**src/rtl/tick_divider_bank.sv**
```systemverilog
// Bank of independent programmable tick dividers with periodic/one-shot modes.
// Outputs are registered (tick one cycle after counter == tc); no backpressure, loads always accepted.
module tick_divider_bank #(
  parameter int CHANNELS   = 2,
  parameter int WIDTH      = 25,
  parameter int DEFAULT_TC = 25174013,
  localparam int IW        = (CHANNELS > 1) ? $clog2(CHANNELS) : 1
) (
  input  logic                clk,
  input  logic                rst,
  input  logic [CHANNELS-1:0] i_hold,
  input  logic                i_load,
  input  logic [IW-1:0]       i_load_ch,
  input  logic [WIDTH-1:0]    i_load_tc,
  input  logic                i_load_oneshot,
  output logic [CHANNELS-1:0] o_tick,
  output logic [CHANNELS-1:0] o_toggle,
  output logic [CHANNELS-1:0] o_running
);

  typedef enum logic {
    DONE = 1'b0,
    RUN  = 1'b1
  } state_t;

  localparam logic [WIDTH-1:0] TC_RST = WIDTH'(DEFAULT_TC);

  for (genvar c = 0; c < CHANNELS; c++) begin : g_ch
    state_t           state_q, state_d;
    logic [WIDTH-1:0] cnt_q, cnt_d;
    logic [WIDTH-1:0] tc_q, tc_d;
    logic             oneshot_q, oneshot_d;
    logic             tick_q, tick_d;
    logic             toggle_q, toggle_d;
    logic             load_hit;
    logic             at_tc;

    // Out-of-range indices never match any channel, so such loads fall through.
    assign load_hit = i_load && (i_load_ch == IW'(c));
    assign at_tc    = (state_q == RUN) && (cnt_q == tc_q);

    always_comb begin
      state_d   = state_q;
      cnt_d     = cnt_q;
      tc_d      = tc_q;
      oneshot_d = oneshot_q;
      tick_d    = 1'b0;
      toggle_d  = toggle_q;
      if (load_hit) begin
        tc_d      = i_load_tc;
        oneshot_d = i_load_oneshot;
        cnt_d     = '0;
        state_d   = RUN;
      end else if (state_q == RUN) begin
        if (at_tc) begin
          cnt_d  = '0;
          tick_d = 1'b1;
          if (!i_hold[c]) toggle_d = ~toggle_q;
          if (oneshot_q) state_d = DONE;
        end else begin
          cnt_d = cnt_q + WIDTH'(1);
        end
      end
    end

    always_ff @(posedge clk) begin
      if (rst) begin
        state_q   <= RUN;
        cnt_q     <= '0;
        tc_q      <= TC_RST;
        oneshot_q <= 1'b0;
        tick_q    <= 1'b0;
        toggle_q  <= 1'b0;
      end else begin
        state_q   <= state_d;
        cnt_q     <= cnt_d;
        tc_q      <= tc_d;
        oneshot_q <= oneshot_d;
        tick_q    <= tick_d;
        toggle_q  <= toggle_d;
      end
    end

    assign o_tick[c]    = tick_q;
    assign o_toggle[c]  = toggle_q;
    assign o_running[c] = (state_q == RUN);
  end

endmodule

```
**config.mk**
```make
export PLATFORM = sky130hd
export DESIGN_NAME = tick_divider_bank
export DESIGN_NICKNAME = d
export VERILOG_FILES = /design/src/rtl/tick_divider_bank.sv
export SDC_FILE = /design/constraint.sdc
export NUM_CORES = 1
export LEC_CHECK = 0
export CAP_MARGIN = 5
export CORE_ASPECT_RATIO = 1.5
export CORE_MARGIN = 10
export CORE_UTILIZATION = 50
export CTS_CLUSTER_SIZE = 14
export DETAILED_ROUTE_END_ITERATION = 8
export PLACE_DENSITY = 0.71
export SETUP_SLACK_MARGIN = 0.15
export SLEW_MARGIN = 30
export SYNTH_ARGS = -nofsm -noshare
export SYNTH_HDL_FRONTEND = slang
export SYNTH_SLANG_ARGS = --single-unit
export TNS_END_PERCENT = 50
```
**constraint.sdc**
```tcl
create_clock -name clk -period 1.7 [get_ports clk]
set_input_delay 0.34 -clock clk [delete_from_list [all_inputs] [get_ports clk]]
set_output_delay 0.34 -clock clk [all_outputs]
set_load 0.01 [all_outputs]
```
==> flow_summary.json <==
{
  "diodes": 0,
  "min_period_over_period": 1.02,
  "finalInstanceArea_um2": 6650,
  "powerDensity_nw_per_um2": 838,
  "syn-cell-area_um2": 4870,
  "p_leak_nw": 2.55,
  "routed_wl_um": 13600,
  "drive_gt1_frac": 0.289,
  "vdd_drop_max_mv": 0.739,
  "worstPathArrival_ns": 1.97,
  "hold_buffers": 0,
  "placed_area_um2": 5750,
  "dieArea_um2": 14200,
  "grt_start_max_net_pins": 27,
  "start_util": 0.508,
  "first_iter_violations": 175,
  "avgSynthCellArea_um2": 9.29,
  "clock_skew_ns": 0.00897,
  "cts.sinks": 108,
  "finalCriticalPeriod_ns": 1.73,
  "finalHoldViolCount": 0,
  "ys_warn_count": 0,
  "worstPathMaxFanout": 2,
  "core_area_um2": 9580,
  "crit_type": "flop to flop",
  "min_path_type": "flop to flop",
  "power_w": 0.00557,
  "timing.final.ws_setup_ns": -0.0323,
  "rsz0062_at_grt": "yes",
  "final_nets": 652,
  "clockBufferDepth": 2,
  "wire_per_inst_um": 18.5,
  "grt_remaining_overflow": 0,
  "holdWs_ns": 0.474,
  "syn_to_final_growth_pct": 36.6,
  "insertion_delay_ns": 0.35,
  "hpwl_um": 9520,
  "status": "complete, but fails checks",
  "critPathRequiredTime_ns": 1.94,
  "dr_total_vias": 4080,
  "fillers": 694,
  "gp_congestion": 0.866,
  "crit_path_end_kind": "flop",
  "grt_usage": 0.187,
  "postRouteAntennaNets": 0,
  "vias_per_cell": 5.53,
  "dieWidth_um": 101,
  "root_buffer": "clkbuf_16",
  "syn_nets": 558,
  "yosysSeqAreaShare": 0.444,
  "rows": 44,
  "violations": "negative setup slack",
  "cp-start-kind": "flop",
  "synth.distinct_cells": 42,
  "tightestPinTransition_ns": 0.373,
  "max_freq_ghz": 0.577,
  "slew_headroom": 0.749,
  "yosys_register_bits": 108,
  "io_pins": 38,
  "h-tree-depth": 3,
  "remaining_drc_errors": 0,
  "maxCapViolations": 0,
  "die-height_um": 141,
  "cts_buffers": 9,
  "setup_viol": 14,
  "io_buffers": 37,
  "antenna_found_initial": 0,
  "preCtsSetupSlack_ns": -0.150,
  "clkTransAtPathRegs_ns": 0.07,
  "dr.pass1.iters": 4,
  "grt_pass1_vias": 4293,
  "grt_pass1_wl_um": 21100,
  "slew_viol_final": 0,
  "synthCells": 524,
  "cts_tree": "built"
}
-- worst paths after layout --
path | depth (start not counted) | slack [ns] | to | from
max | 7 | -0.03 | g_ch[0].toggle_q | g_ch[0].tc_q[20]
min | 2 | 0.47 | g_ch[0].oneshot_q | g_ch[0].oneshot_q
max reg2reg | 7 | -0.03 | g_ch[0].toggle_q | g_ch[0].tc_q[20]
min reg2reg | 2 | 0.47 | g_ch[0].oneshot_q | g_ch[0].oneshot_q
-- registers in the layout, summed over array words and instances (netlist names) --
| name | count |
|---|---|
| g_ch.tick_q | 2 |
| g_ch.state_q | 2 |
| g_ch.toggle_q | 2 |
| g_ch.cnt_q | 50 |
| g_ch.oneshot_q | 2 |
| g_ch.tc_q | 50 |
-- kinds of logic (layout without fill, tap and decap cells) --
family	count (synthesis)	count (layout)	share of synthesized area
multiplexers	2	2	0.00463
XOR/XNOR	96	96	0.173
AND/OR/NAND/NOR	238	238	0.265
flip-flops	108	108	0.444
AO/OA/AOI/OAI	45	45	0.0702
buffers and inverters	33	132	0.0378
adder cells (fa/ha/maj)	2	2	0.00514
-- layout by cell type, fill, tap and decap left out, types with 5 or more instances in the layout --
master           instances
and3_1                   8
xnor2_1                 40
a21oi_1                 12
dfxtp_2                 16
dfxtp_1                 87
clkdlybuf4s50_1         31
nor2_1                  37
nor4_4                   5
buf_4                   69
nand3_1                 21
clkbuf_16               11
nand3b_1                17
o22a_1                  15
xor2_1                  38
dfxtp_4                  5
xnor2_2                 14
nor2_4                  20
nand4_1                 27
nand2_1                 68
a22o_1                  11
-- stage by stage --
step | setup TNS [ns] | std cells | util
final | -0.211 | 738 | 0.694
after global routing | -2.93 | 738 | 0.694
after CTS | -0.0331 | 732 | 0.671
after detailed placement | -2.63 | 713 | 0.600
after global placement | -1.70 | 713 | 0.600
after floorplan | 0 | 524 | -
-- critical path, cell delays in order, from the launching register on --
cell and delay (ns):
dfxtp_2 0.34, xnor2_2 0.23, nand4_1 0.16, nor4_2 0.27, buf_4 0.17, buf_4 0.09, nand4_1 0.09, mux2_2 0.28
-- timing repair --
item / CTS / global route
endpoints found under the setup margin: 61 / 58
resized for setup: 80 / 30
buffers inserted: 2 / 3
pin swaps: 39 / 31
gates cloned: 1 / 3
-- synthesized netlist by cell type --
cell type  number  area [µm²]
o21ai_0         2        10.0
nor3_4          1        16.3
and3_1          9        56.3
o22a_1         15         131
nand4_4         2        42.5
buf_6           3        33.8
nor3b_1         3        22.5
nor3_2          1        10.0
nand3b_1       17         128
xor2_1         42         368
dfxtp_1       108        2160
buf_4           8        60.1
clkbuf_1       14        52.6
a21o_1          1        7.51
and3_2          1        7.51
nor2b_1         4        25.0
nor2_1         58         218
buf_2           3        15.0
nand4_2         1        12.5
a311o_2         1        11.3
clkbuf_2        3        15.0
ha_1            2        25.0
nand4_1        27         169
and4_1          4        35.0
nor4_4          3        63.8
or2_0           1        6.26
nand3_1        24         120
inv_1           2        7.51
a21oi_1        12        60.1
nand2b_1        1        6.26
nand2_1        69         259
nor3_1          2        10.0
a31o_2          1        8.76
xnor2_1        54         473
nor4_1          3        18.8
nor4_2          3        37.5
a41o_1          1        10.0
a22o_1         11        96.3
mux2_2          2        22.5
a31oi_1         1        6.26
nor2_2          3        18.8
and2_2          1        7.51
-- where the power goes --
part / total, W / internal (W) / switching (W)
Combinational: 0.000516 / 0.000274 / 0.000241
Sequential: 0.00267 / 0.00260 / 0.0000730
Clock: 0.00238 / 0.00144 / 0.000937
Total: 0.00557 / 0.00432 / 0.00125
-- final cells by class --
type | instances | area, µm² | area share
Inverter | 2 | 7.51 | 0.00113
Timing Repair Buffer | 114 | 1050 | 0.159
Clock inverter | 6 | 113 | 0.0169
Sequential cell | 108 | 2200 | 0.331
Multi-Input combinational cell | 383 | 2900 | 0.436
Tap cell | 115 | 144 | 0.0216
Clock buffer | 10 | 229 | 0.0345
-- layer usage --
layer	up-vias	GRT usage	routed length, µm
met5	-	0	0
li1	1968	-	-
met1	1955	0.185	4870
met2	114	0.346	7500
met3	43	0.0323	518
met4	0	0.116	754
(Power assumes the default switching activity.)
